[src/rtl/ghost_collision_detector.sv]
// Frame-accumulated ghost overlap detector with frame-based cooldown.
// Optional saturating pulse counter when GHOST_HIT_CNT_EN is defined.
module ghost_collision_detector #(
  parameter int unsigned COOLDOWN_FRAMES = 2,
  parameter int unsigned CNT_W           = 16
) (
  input  logic             clk,
  input  logic             reset,
  input  logic             startOfFrame,
  input  logic             drawReq_ghost,
  input  logic             drawReq_border,
  input  logic             drawReq_player,
`ifdef GHOST_HIT_CNT_EN
  output logic [CNT_W-1:0] hit_count,
`endif
  output logic             collision,
  output logic             hit_border,
  output logic             hit_player
);

  localparam int unsigned CdW = (COOLDOWN_FRAMES > 0) ? $clog2(COOLDOWN_FRAMES + 1) : 1;

  typedef enum logic {StArmed, StCooldown} state_e;

  state_e         state_q, state_d;
  logic           fb_q, fb_d, fp_q, fp_d;
  logic [CdW-1:0] cd_q, cd_d;
  logic           hb_q, hb_d, hp_q, hp_d;
  logic           ob, op;

  assign ob = drawReq_ghost & drawReq_border;
  assign op = drawReq_ghost & drawReq_player;

  always_comb begin
    state_d = state_q;
    fb_d    = fb_q;
    fp_d    = fp_q;
    cd_d    = cd_q;
    hb_d    = 1'b0;
    hp_d    = 1'b0;
    unique case (state_q)
      StArmed: begin
        if (!startOfFrame) begin
          fb_d = fb_q | ob;
          fp_d = fp_q | op;
        end else if (fb_q | fp_q) begin
          hb_d = fb_q;
          hp_d = fp_q;
          fb_d = 1'b0;
          fp_d = 1'b0;
          if (COOLDOWN_FRAMES > 0) begin
            cd_d    = CdW'(COOLDOWN_FRAMES);
            state_d = StCooldown;
          end
        end else begin
          // Overlap in the boundary cycle belongs to the new frame.
          fb_d = ob;
          fp_d = op;
        end
      end
      StCooldown: begin
        fb_d = 1'b0;
        fp_d = 1'b0;
        if (startOfFrame) begin
          cd_d = cd_q - CdW'(1);
          if (cd_q == CdW'(1)) begin
            state_d = StArmed;
            fb_d    = ob;
            fp_d    = op;
          end
        end
      end
    endcase
  end

  always_ff @(posedge clk) begin
    if (reset) begin
      state_q <= StArmed;
      fb_q    <= 1'b0;
      fp_q    <= 1'b0;
      cd_q    <= '0;
      hb_q    <= 1'b0;
      hp_q    <= 1'b0;
    end else begin
      state_q <= state_d;
      fb_q    <= fb_d;
      fp_q    <= fp_d;
      cd_q    <= cd_d;
      hb_q    <= hb_d;
      hp_q    <= hp_d;
    end
  end

  assign hit_border = hb_q;
  assign hit_player = hp_q;
  assign collision  = hb_q | hp_q;

`ifdef GHOST_HIT_CNT_EN
  logic [CNT_W-1:0] cnt_q;

  // Counts alongside the pulse register so the new value appears with collision.
  always_ff @(posedge clk) begin
    if (reset) begin
      cnt_q <= '0;
    end else if ((hb_d | hp_d) && (cnt_q != {CNT_W{1'b1}})) begin
      cnt_q <= cnt_q + CNT_W'(1);
    end
  end

  assign hit_count = cnt_q;
`else
  logic [CNT_W-1:0] unused_cnt_w;
  assign unused_cnt_w = '0;
`endif

endmodule

[config.mk]
export PLATFORM = sky130hd
export DESIGN_NAME = ghost_collision_detector
export DESIGN_NICKNAME = d
export VERILOG_FILES = /design/src/rtl/ghost_collision_detector.sv
export SDC_FILE = /design/constraint.sdc
export NUM_CORES = 1
export LEC_CHECK = 0
export BUFFER_PORTS_ARGS = -buffer_cell sky130_fd_sc_hd__buf_2
export CAP_MARGIN = 0
export CORE_AREA = 2 2 39 41
export DETAILED_ROUTE_END_ITERATION = 16
export DIE_AREA = 0 0 41 43
export GPL_ROUTABILITY_DRIVEN = 1
export GPL_TIMING_DRIVEN = 1
export SYNTH_ARGS = -nofsm -noshare
export SYNTH_HDL_FRONTEND = slang
export SYNTH_SLANG_ARGS = --single-unit
[constraint.sdc]
create_clock -name clk -period 1.2 [get_ports clk]
set_input_delay 0.24 -clock clk [delete_from_list [all_inputs] [get_ports clk]]
set_output_delay 0.24 -clock clk [all_outputs]
set_load 0.01 [all_outputs]
After elaboration in Yosys (flattened, before gate mapping)

Index checks and enable logic that the tools add are counted.

Memory bits (writable): 0
Memory bits (read-only): 0
Latch bits: 0
Register bits after elaboration: 7
Memories kept: 0
Bits of input ports: 6

Equality and inequality tests: 4
Add/subtract/negate cells: 1
$mul: 0
Shift operators: 0
Bitwise gates (word level): 9
Magnitude comparators: 0
Muxes and demuxes: 19
Divide/modulo/power cells: 0
Reductions and logical operators: 2

Operator list:

| operator              | number |
|---|---|
| $mux W1               | 12 |
| $mux W2               | 3 |
| $ne A2 B2 Y1 const B  | 3 |
| $pmux W1 S2           | 3 |
| $or A1 B1 Y1          | 4 |
| $pmux W2 S2           | 1 |
| $reduce_or A4 Y1      | 1 |
| $not A1 Y1            | 3 |
| $reduce_and A3 Y1     | 1 |
| $and A1 B1 Y1         | 2 |
| $eq A2 B1 Y1 const B  | 1 |
| $sub A2 B1 Y2 const B | 1 |

Logic depth before layout (Yosys ltp)

Gate-level depths: netlist (run 1).

Depth after elaboration: 4
Depth in mapped cells: 5
Gate-level depth less buffers: 5

Least setup slack after synthesis (run 1)

OpenSTA, ideal clock, no wires.

Path type: register to register
From: register state_q
To: register cd_q[0]
Clock period less this slack: 1.035 ns
Cell stages (with the launch flop): 3
Arrival: 0.944 ns
Setup time: 0.091 ns
Setup slack: 0.165 ns
Cells stage by stage: dfxtp_1 > or3_1 > a311oi_1

Longest elaborated chain between the ends: 3
Elaborated cells on any way between the ends: 6

Ends and longest elaborated chain:

| what                               | RTL line | RTL |
|---|---|---|
| start, declared                    | 25       | `state_e state_q, state_d;` |
| start signal, assigned             | 78       | `state_q <= StArmed;` |
| start signal, assigned             | 85       | `state_q <= state_d;` |
| $not A1 Y1                         | n/a      |  |
| $ne A2 B2 Y1 (no source line)      | n/a      |  |
| $reduce_and A3 Y1 (no source line) | n/a      |  |
| end signal, assigned               | 81       | `cd_q <= '0;` |
| end signal, assigned               | 88       | `cd_q <= cd_d;` |
| end, declared                      | 27       | `logic [CdW-1:0] cd_q, cd_d;` |

Parallel ways exist; a longest one is shown, timed or not.
A chain may end at the register's enable or synchronous reset.

Final worst setup path (run 1)

From: register hp_q (netlist: hit_player)
To: output port collision

Longest elaborated chain between the ends: 1

Ends and longest elaborated chain:

| what                   | RTL line | RTL |
|---|---|---|
| start, declared        | 28       | `logic hb_q, hb_d, hp_q, hp_d;` |
| start signal, assigned | 90       | `hp_q <= hp_d;` |
| $or A1 B1 Y1           | 96       | `assign collision = hb_q \| hp_q;` |
| end, declared          | 16       | `output logic collision,` |

No other way between the ends.

==> results of run 1 <==
## power groups by stage
| stage | Sequential (mW) | Clock [mW] | Combinational (mW) |
|---|---|---|---|
| floorplan | 0.266 | 0 | 0.0451 |
| global placement | 0.269 | 0 | 0.0680 |
| global route | 0.268 | 0.239 | 0.0852 |
| finish | 0.264 | 0.214 | 0.0719 |
| detailed placement | 0.269 | 0 | 0.0688 |
| CTS | 0.264 | 0.223 | 0.0731 |
## cell families (layout without fill, tap and decap cells)
kind of cell             Yosys count  count (layout)
adder cells (fa/ha/maj)            1               1
AND/OR/NAND/NOR                   10              10
buffers and inverters              2              14
flip-flops                         7               7
AO/OA/AOI/OAI                      8               8
## per-layer routing
metal,track usage (%),wire [um]
met1,11.69,254
met5,0,0
met2,9.375,197
met3,5.236,59
met4,6.000,0
## cell usage after synthesis
master | n | area (um2)
a21bo_2 | 1 | 10.01
a21oi_1 | 2 | 10.01
a22oi_1 | 2 | 15.01
a311oi_1 | 1 | 8.760
and4bb_2 | 2 | 25.02
dfxtp_1 | 7 | 140.1
ha_1 | 1 | 12.51
inv_1 | 2 | 7.510
nand2_1 | 1 | 3.750
nor2_1 | 1 | 3.750
nor2b_1 | 1 | 6.260
nor3_1 | 3 | 15.01
o21ai_0 | 2 | 10.01
or2_2 | 1 | 6.260
or3_1 | 1 | 6.260
## registers in the layout, indices dropped and copies added (netlist names)
signal and flops:
hit_border 1, cd_q 2, fb_q 1, state_q 1
fp_q 1, hit_player 1
## layout by cell type, fill, tap and decap left out, drive strengths merged
master,instances
a21bo,1
a21oi,2
a22oi,2
a311oi,1
and4bb,2
buf,8
clkbuf,4
dfxtp,7
ha,1
inv,2
nand2,1
nor2,1
nor2b,1
nor3,3
o21ai,2
or2,1
or3,1
## worst max-delay path: cells and delay by family, from the launching register on
| family | cells | cell delay (ns) |
|---|---|---|
| simple gates | 1 | 0.24 |
| buf+inv | 1 | 0.12 |
| flops | 1 | 0.31 |
## stage by stage
step           utilization, %  cell area (um2)  hold slack (ns)
2_1_floorplan               -            280.3           0.3116
3_3_place_gp            24.59            340.3           0.4746
3_5_place_dp            24.59            340.3           0.4834
4_1_cts                 27.22            376.6           0.2341
5_1_grt                 27.22            376.6           0.2468
6_report                27.22            376.6           0.2383
## final cells by class
type                    instances  area, um2  share of cell area (%)
flip-flops and latches          7      141.4                   37.54
inverters                       2      7.507                   1.993
multi-input cells              19      135.1                   35.88
well taps                      16      20.02                   5.316
clock buffers                   4      26.28                   6.977
repair buffers                  8      46.29                   12.29
## worst max-delay path by stage
| stage | from | to | slack, ns | depth (start not counted) |
|---|---|---|---|---|
| after global placement | state_q | cd_q[0] | 0.11 | 2 |
| after detailed placement | state_q | cd_q[0] | 0.09 | 2 |
| final | hit_player | collision | 0.04 | 2 |
| after CTS | hit_player | collision | 0.03 | 2 |
| after floorplan | state_q | cd_q[0] | 0.17 | 2 |
| after global routing | state_q | cd_q[1] | 0.01 | 3 |
## what timing repair did
action,4_1_cts,5_1_grt
buffers inserted,0,0
pin swaps,0,1
resized for setup,3,0
setup endpoints to repair,1,1
==> qor.csv, run 1 <==
stage;metric;value;unit
finish;layout cells sized above 1;40.00;%
power;Power Density;1460;nW/um2
synthesis;synthesized area;280.3;um2
timing;Final Max Tran Viols;0;
routing;Iter 0 DRT Violations;5;
routing;Routed WL per cell;9.125;um
clock_tree;H-tree depth;1;
floorplanning;core area;1384;um2
worst_hold_path;Tightest Hold Check Type;in -> reg;
floorplanning;IO Count;9;
worst_hold_path;Worst Hold End;state_q;
timing;fin worst setup slack;0.04423;ns
floorplanning;Die ar.;1763;um2
placed_design;PortBufs;8;
power;Sw Share;24.25;%
timing;Worst Clk Skew;0.0005913;ns
power;total power;0.5500;mW
outcome;status;complete, no violations;
clock_tree;Worst-path clk slew;0.05;ns
grt;vias in the first global route;232;
critical_path;r2r startpoint;state_q;
floorplanning;chip height;43;um
grt;antenna violations before repair;0;
finish;Layout Nets;48;
job;max_cap viols;0;
finish;fillcell total;155;
synthesis;largest family of logic cells by synthesized area;simple AND/OR/NAND/NOR gates;
routing;DRC errors left;0;
synthesis;area share of fa/ha/maj cells after synthesis;4.464;%
clock_tree;Worst-Skew Late Latency;0.25;ns
clock_tree;clk buf depth;2;
critical_path;crit-path max FO;2;
synthesis;Synth Area in Simple Gates;23.66;%
power;LEAKAGE;0.1587;nW
synthesis;Syn Nets;35;
finish;final cell count without fillers;56;
synthesis;Mapped Cells;28;
synthesis;register area share after synthesis;50.00;%
synthesis;Seq cells post-synth;7;
routing;First-pass DRT Iterations;2;
power;maximum VDD drop;0.4520;mV
finish;Ant. Diodes;0;
power;Logic pwr share;13.1;%
placed_design;gpl congestion;0.7023;
floorplanning;Starting Density;20.25;%
timing;FMAX;865.2;MHz
critical_path;R2R depth;3;
critical_path;r2r setup slk;0.11;ns
critical_path;kind of critical path;reg -> out;
critical_path;Worst setup EP type;primary output;
floorplanning;die span in x;41;um
clock_tree;TritonCTS clock tree;built;
grt;largest net degree at the start of global routing;9;
synthesis;Synth Area in XOR/XNOR;0;%
critical_path;Worst Path Required;0.96;ns
timing;Worst slew margin;78.57;%
power;switching power;0.1334;mW
timing;setup tns final;0;ns
timing;Worst-Margin Slew;0.3180;ns
worst_hold_path;Hold Crit Start;reset;
power;Internal;0.4167;mW
critical_path;sequence of cells on the critical path;or2_4 > buf_6;
placed_design;dpl ws;0.09479;ns
timing;final hold vios;0;
clock_tree;Root Driver;clkbuf_4;
synthesis;Yosys Warn Count;0;
grt;gr ovfl total;0;
timing;RSZ-0062 raised after global routing;false;
routing;total number of vias;235;
worst_hold_path;worst hold path depth;2;
synthesis;compound-cell area share of the yosys netlist;19.20;%
power;Reg power frac;48.1;%
grt;Tot GR Track Use;8.560;%
timing;period utilization;96.31;%
power;Clock Power Share;38.8;%
floorplanning;Row Count;14;
synthesis;mux share of post-synthesis cell area;0;%
critical_path;slowest cell on the critical path;dfxtp_2;
critical_path;reg2reg end;cd_q[1];
placed_design;dpl cells;52;
routing;DR vias/cell;4.196;
clock_tree;cts hold-fix bufs;0;
routing;Routed Antenna Nets;0;
synthesis;mean post-synth cell area;10.01;um2
finish;P&R area growth vs syn;34.37;%
critical_path;Worst setup SP type;flip-flop;
timing;final worst path period need;1.156;ns
routing;Detailed Route WL;511;um
clock_tree;# clock sinks;7;
critical_path;Worst Path Arrival;0.92;ns
critical_path;crit-path max cell delay;0.31;ns
grt;first-pass GRT wire length;972;um
timing;Final setup violation count;0;
synthesis;Cell variety after synth;15;
clock_tree;CTS Buf Count;3;
Note: power is estimated with default switching activity, not from simulation.
==> inputs of run 2 (changes only) <==
--- a/config.mk
+++ b/config.mk
@@ -5,13 +5,14 @@
 export SDC_FILE = /design/constraint.sdc
 export NUM_CORES = 1
 export LEC_CHECK = 0
-export BUFFER_PORTS_ARGS = -buffer_cell sky130_fd_sc_hd__buf_2
 export CAP_MARGIN = 0
 export CORE_AREA = 2 2 39 41
 export DETAILED_ROUTE_END_ITERATION = 16
 export DIE_AREA = 0 0 41 43
+export DONT_BUFFER_PORTS = 1
 export GPL_ROUTABILITY_DRIVEN = 1
 export GPL_TIMING_DRIVEN = 1
+export SLEW_MARGIN = 20
 export SYNTH_ARGS = -nofsm -noshare
 export SYNTH_HDL_FRONTEND = slang
 export SYNTH_SLANG_ARGS = --single-unit
==> qor.csv, run 2 (synthesis gave the netlist of run 1 again) <==
stage;metric;value;unit;change
power;Reg power frac;50.6;%;was 48.1%
routing;Routed Antenna Nets;0;;unchanged
critical_path;crit-path max cell delay;0.40;ns;was 0.31 ns
job;max_cap viols;0;;unchanged
clock_tree;Root Driver;clkbuf_4;;unchanged
routing;Detailed Route WL;472;um;was 511 um
critical_path;sequence of cells on the critical path;or3_1 > a311oi_1;;was or2_4 > buf_6
routing;Iter 0 DRT Violations;7;;was 5
floorplanning;chip height;43;um;unchanged
power;Clock Power Share;39.7;%;was 38.8%
grt;gr ovfl total;0;;unchanged
placed_design;gpl congestion;0.6902;;was 0.7023
finish;final cell count without fillers;48;;was 56
timing;setup tns final;0;ns;unchanged
clock_tree;Worst-Skew Late Latency;0.25;ns;about the same
routing;DR vias/cell;4.479;;was 4.196
critical_path;Worst Path Arrival;1.26;ns;was 0.92 ns
floorplanning;Starting Density;20.25;%;unchanged
clock_tree;CTS Buf Count;3;;unchanged
clock_tree;Post-CTS Setup Repair Bufs;0;;unchanged
finish;max reg flops;2;;unchanged
timing;Worst Clk Skew;0.003582;ns;was 0.0005913 ns
power;Internal;0.4063;mW;was 0.4167 mW
timing;final worst path period need;1.092;ns;was 1.156 ns
finish;layout cells sized above 1;21.88;%;was 40.00%
floorplanning;Row Count;14;;unchanged
placed_design;PortBufs;0;;was 8
power;Sw Share;22.90;%;was 24.25%
critical_path;Worst Path Required;1.36;ns;was 0.96 ns
clock_tree;post_cts resized;0;;was 3
floorplanning;core area;1384;um2;unchanged
clock_tree;H-tree depth;1;;unchanged
clock_tree;cts hold-fix bufs;0;;unchanged
worst_hold_path;Tightest Hold Check Type;in -> reg;;unchanged
clock_tree;TritonCTS clock tree;built;;unchanged
floorplanning;Die ar.;1763;um2;unchanged
critical_path;Buffers & Inverters on Critical Path;0;;was 1
power;total power;0.5270;mW;was 0.5500 mW
placed_design;dpl cells;44;;was 52
power;Power Density;1602;nW/um2;was 1460 nW/um2
finish;post-route cell area;329.1;um2;was 376.6 um2
outcome;status;complete, no violations;;unchanged
finish;Finished Core Util;23.78;%;was 27.22%
finish;most frequent cells in the layout;7 x dfxtp_1, 3 x nor3_1, 3 x clkbuf_4;;was 7 x buf_2, 6 x dfxtp_1, 3 x nor3_1, 3 x clkbuf_4
timing;fin worst setup slack;0.1077;ns;was 0.04423 ns
grt;largest net degree at the start of global routing;9;;unchanged
critical_path;Crit path max-delay family;simple AND/OR/NAND/NOR gates;;was flip-flops
grt;vias in the first global route;195;;was 232
timing;Final setup violation count;0;;unchanged
power;Logic pwr share;9.7;%;was 13.1%
critical_path;Worst setup SP type;flip-flop;;unchanged
power;maximum VDD drop;0.8727;mV;was 0.4520 mV
timing;period utilization;91.03;%;was 96.31%
finish;most flop-heavy register;cd_q;;unchanged
timing;Worst-Margin Slew;0.3207;ns;was 0.3180 ns
critical_path;slowest cell on the critical path;or3_1;;was dfxtp_2
power;switching power;0.1207;mW;was 0.1334 mW
clock_tree;# clock sinks;7;;unchanged
routing;DRC errors left;0;;unchanged
timing;FMAX;915.5;MHz;was 865.2 MHz
finish;P&R area growth vs syn;17.41;%;was 34.37%
routing;First-pass DRT Iterations;3;;was 2
timing;RSZ-0062 raised after global routing;false;;unchanged
finish;most common cell after layout, fill and taps aside;dfxtp_1;;was buf_2
finish;Layout Nets;40;;was 48
routing;total number of vias;215;;was 235
grt;Tot GR Track Use;7.243;%;was 8.560%
finish;Ant. Diodes;0;;unchanged
critical_path;kind of critical path;reg -> reg;;was reg -> out
floorplanning;IO Count;9;;unchanged
finish;multi-input combinational cell area;135.1;um2;unchanged
routing;Routed WL per cell;9.833;um;was 9.125 um
timing;Worst slew margin;78.40;%;was 78.57%
timing;final hold slack;0.05478;ns;was 0.2383 ns
finish;FF/Latch Area;140.1;um2;was 141.4 um2
floorplanning;die span in x;41;um;unchanged
placed_design;dpl ws;0.1090;ns;was 0.09479 ns
placed_design;placed instance area;300.3;um2;was 340.3 um2
clock_tree;clk buf depth;2;;unchanged
critical_path;crit-path max FO;8;;was 2
grt;antenna violations before repair;0;;unchanged
clock_tree;Worst-path clk slew;0.05;ns;about the same
critical_path;Worst setup EP type;flip-flop;;was primary output
timing;final hold vios;0;;unchanged
timing;Final Max Tran Viols;0;;unchanged
finish;fillcell total;144;;was 155
grt;first-pass GRT wire length;779;um;was 972 um
power;LEAKAGE;0.1214;nW;was 0.1587 nW
run 2: changes by cell type in the layout (fill, tap and decap cells not counted), sizes merged:
cell | previous run | this run
buf | 8 | 0
run 2: final timing paths:
| path | start | to | slack (ns) | cells after the start |
|---|---|---|---|---|
| max | state_q | cd_q[0] | 0.11 | 2 |
| min | reset | cd_q[0] | 0.05 | 1 |
| max reg2reg | state_q | cd_q[0] | 0.11 | 2 |
| min reg2reg | cd_q[0] | cd_q[0] | 0.49 | 1 |
run 2: area by class of cell:
class,instances,area share [%]
clock buffer,4,7.985
inverter,2,2.281
multi-input combinational,19,41.06
sequential,7,42.59
tap,16,6.084
run 2: layer usage:
metal  wire (um)  share of wire [%]  global-route usage (%)  vias to the layer above
li1            -                  -                       -                      111
met1         217                 46                   7.767                       92
met2         170                 36                   9.063                       12
met3          84                 18                   9.948                        0
met4           0                  0                       0                        0
met5           0                  0                       0                        -
run 2: power groups by stage:
stage | combinational [mW] | sequential (mW) | clock (mW)
after floorplan | 0.0451 | 0.266 | 0
after global placement | 0.0499 | 0.270 | 0
after detailed placement | 0.0503 | 0.271 | 0
after CTS | 0.0505 | 0.266 | 0.220
after global routing | 0.0603 | 0.270 | 0.235
final | 0.0511 | 0.266 | 0.209
==> inputs of run 3 (changes only) <==
==> constraint.sdc (replaced) <==
create_clock -name clk -period 0.9 [get_ports clk]
set_input_delay 0.18 -clock clk [delete_from_list [all_inputs] [get_ports clk]]
set_output_delay 0.18 -clock clk [all_outputs]
set_load 0.01 [all_outputs]
==> qor.csv, run 3 (synthesis gave the netlist of run 1 again) <==
stage;metric;value;unit;change
routing;Detailed Route WL;617;um;was 472 um
timing;Worst Clk Skew;0.001186;ns;was 0.003582 ns
routing;Routed Antenna Nets;0;;unchanged
clock_tree;Worst-path clk slew;0.05;ns;about the same
timing;Final setup violation count;6;;was 0
routing;First-pass DRT Iterations;4;;was 3
power;total power;0.7898;mW;was 0.5270 mW
grt;largest net degree at the start of global routing;9;;unchanged
critical_path;Buffers & Inverters on Critical Path;0;;unchanged
routing;DRC errors left;0;;unchanged
finish;most frequent cells in the layout;7 x buf_4, 5 x dfxtp_2, 3 x nor3_1, 3 x clkbuf_4;;was 7 x dfxtp_1, 3 x nor3_1, 3 x clkbuf_4
routing;total number of vias;250;;was 215
timing;period utilization;109.8;%;
floorplanning;die span in x;41;um;unchanged
critical_path;crit-path max cell delay;0.31;ns;was 0.40 ns
job;max_cap viols;0;;unchanged
outcome;failing checks;negative setup slack;;
timing;Worst-Margin Slew;0.2216;ns;was 0.3207 ns
clock_tree;H-tree depth;1;;unchanged
outcome;status;complete, but fails checks;;was complete, no violations
floorplanning;chip height;43;um;unchanged
routing;Iter 0 DRT Violations;4;;was 7
timing;Worst slew margin;85.18;%;was 78.40%
worst_hold_path;Tightest Hold Check Type;in -> reg;;unchanged
power;Power Density;1778;nW/um2;was 1602 nW/um2
finish;layout cells sized above 1;65.85;%;was 21.88%
placed_design;detailed placer's ending HPWL;426.9;um;
critical_path;Worst Path Required;0.72;ns;was 1.36 ns
floorplanning;Starting Density;20.25;%;unchanged
finish;Ant. Diodes;0;;unchanged
routing;Routed WL per cell;10.82;um;was 9.833 um
finish;P&R area growth vs syn;58.48;%;was 17.41%
power;LEAKAGE;0.1748;nW;was 0.1214 nW
power;maximum VDD drop;0.7488;mV;was 0.8727 mV
clock_tree;CTS Buf Count;3;;unchanged
finish;most flop-heavy register;cd_q;;unchanged
critical_path;slowest cell on the critical path;dfxtp_1;;was or3_1
critical_path;R2R depth;3;;was 2
floorplanning;Row Count;14;;unchanged
timing;Final Max Tran Viols;0;;unchanged
timing;fin worst setup slack;-0.08823;ns;was 0.1077 ns
timing;final hold vios;0;;unchanged
finish;max reg flops;2;;unchanged
timing;FMAX;1012;MHz;
floorplanning;Die ar.;1763;um2;unchanged
floorplanning;core area;1384;um2;unchanged
critical_path;CP Depth;1;;was 2
timing;RSZ-0062 raised after global routing;true;;was false
grt;first-pass GRT wire length;1.076;mm;was 779 um
critical_path;Crit path max-delay family;flip-flops;;was simple AND/OR/NAND/NOR gates
critical_path;Worst setup EP type;primary output;;was flip-flop
grt;gr ovfl total;0;;unchanged
clock_tree;# clock sinks;7;;unchanged
clock_tree;TritonCTS clock tree;built;;unchanged
clock_tree;Worst-Skew Late Latency;0.25;ns;about the same
grt;vias in the first global route;260;;was 195
placed_design;gpl congestion;0.6941;;was 0.6902
placed_design;PortBufs;0;;unchanged
finish;Layout Nets;49;;was 40
finish;most common cell after layout, fill and taps aside;buf_4;;was dfxtp_1
critical_path;Worst Path Arrival;0.81;ns;was 1.26 ns
critical_path;sequence of cells on the critical path;or2_4;;was or3_1 > a311oi_1
placed_design;dpl ws;-0.1192;ns;was 0.1090 ns
critical_path;kind of critical path;reg -> out;;was reg -> reg
routing;DR vias/cell;4.386;;was 4.479
clock_tree;clk buf depth;2;;unchanged
timing;final worst path period need;0.9882;ns;
grt;Tot GR Track Use;9.265;%;was 7.243%
floorplanning;IO Count;9;;unchanged
finish;Finished Core Util;32.10;%;was 23.78%
critical_path;crit-path max FO;2;;was 8
worst_hold_path;worst hold path depth;1;;unchanged
clock_tree;Root Driver;clkbuf_4;;unchanged
grt;antenna violations before repair;0;;unchanged
critical_path;Worst setup SP type;flip-flop;;unchanged
[run 3: cell count changes in the layout (fill, tap and decap cells not counted), sizes merged]
cell         previous run  this run
dlygate4sd3             0         1
buf                     0         8
[run 3: routing by layer]
| layer | wire, um | GRT usage [%] | vias to the layer above | part of all wire, % |
|---|---|---|---|---|
| met5 | 0 | 0 | - | 0 |
| met4 | 0 | 6.000 | 0 | 0 |
| met2 | 285 | 11.88 | 9 | 46 |
| met1 | 296 | 12.66 | 110 | 48 |
| met3 | 35 | 3.141 | 0 | 5.7 |
| li1 | - | - | 131 | - |
[run 3: worst paths after layout]
| check | slack [ns] | endpoint | startpoint |
|---|---|---|---|
| setup reg to reg | -0.08 | cd_q[1] | fp_q |
| setup / recovery | -0.09 | collision | hit_player |
| hold reg to reg | 0.56 | cd_q[0] | fb_q |
| hold / removal | 0.05 | cd_q[0] | startOfFrame |
[run 3: power by group]
| part | internal (mW) | switching (mW) | total, mW |
|---|---|---|---|
| logic | 0.0919 | 0.0623 | 0.154 |
| clock network | 0.169 | 0.113 | 0.282 |
| registers | 0.337 | 0.0166 | 0.354 |
| total | 0.598 | 0.192 | 0.790 |
[run 3: final cells by class]
cell class / instances / area [um2]
tap: 16 / 20.02
inverter: 2 / 7.507
fill: 140 / 939.7
clock buffer: 4 / 26.28
multi-input combinational: 19 / 170.2
timing repair buffer: 9 / 73.82
sequential: 7 / 146.4
[run 3: metrics by stage]
| stage | hold WS, ns | TNS, ns | std cells | cell area [um2] |
|---|---|---|---|---|
| 3_5_place_dp | 0.2568 | -0.4115 | 51 | 370.4 |
| 3_3_place_gp | 0.2543 | -0.3445 | 51 | 370.4 |
| 6_report | 0.05210 | -0.4378 | 57 | 444.2 |
| 4_1_cts | 0.04213 | -0.4665 | 56 | 409.1 |
| 2_1_floorplan | 0.2516 | -0.1780 | 28 | 297.8 |
| 5_1_grt | 0.04478 | -0.7106 | 57 | 444.2 |
[run 3: what timing repair did]
action,in CTS,in global routing
hold buffers,1,0
setup buffers,0,1
endpoints found under the hold margin,5,0
endpoints found under the setup margin,6,8
pin swaps,2,0
gates resized for setup,2,9
[run 3: worst register-to-register path, cell delays in order (launching register included)]
cell,delay (ns)
dfxtp_1,0.31
or3_4,0.39
a21oi_2,0.12
nor3_1,0.05
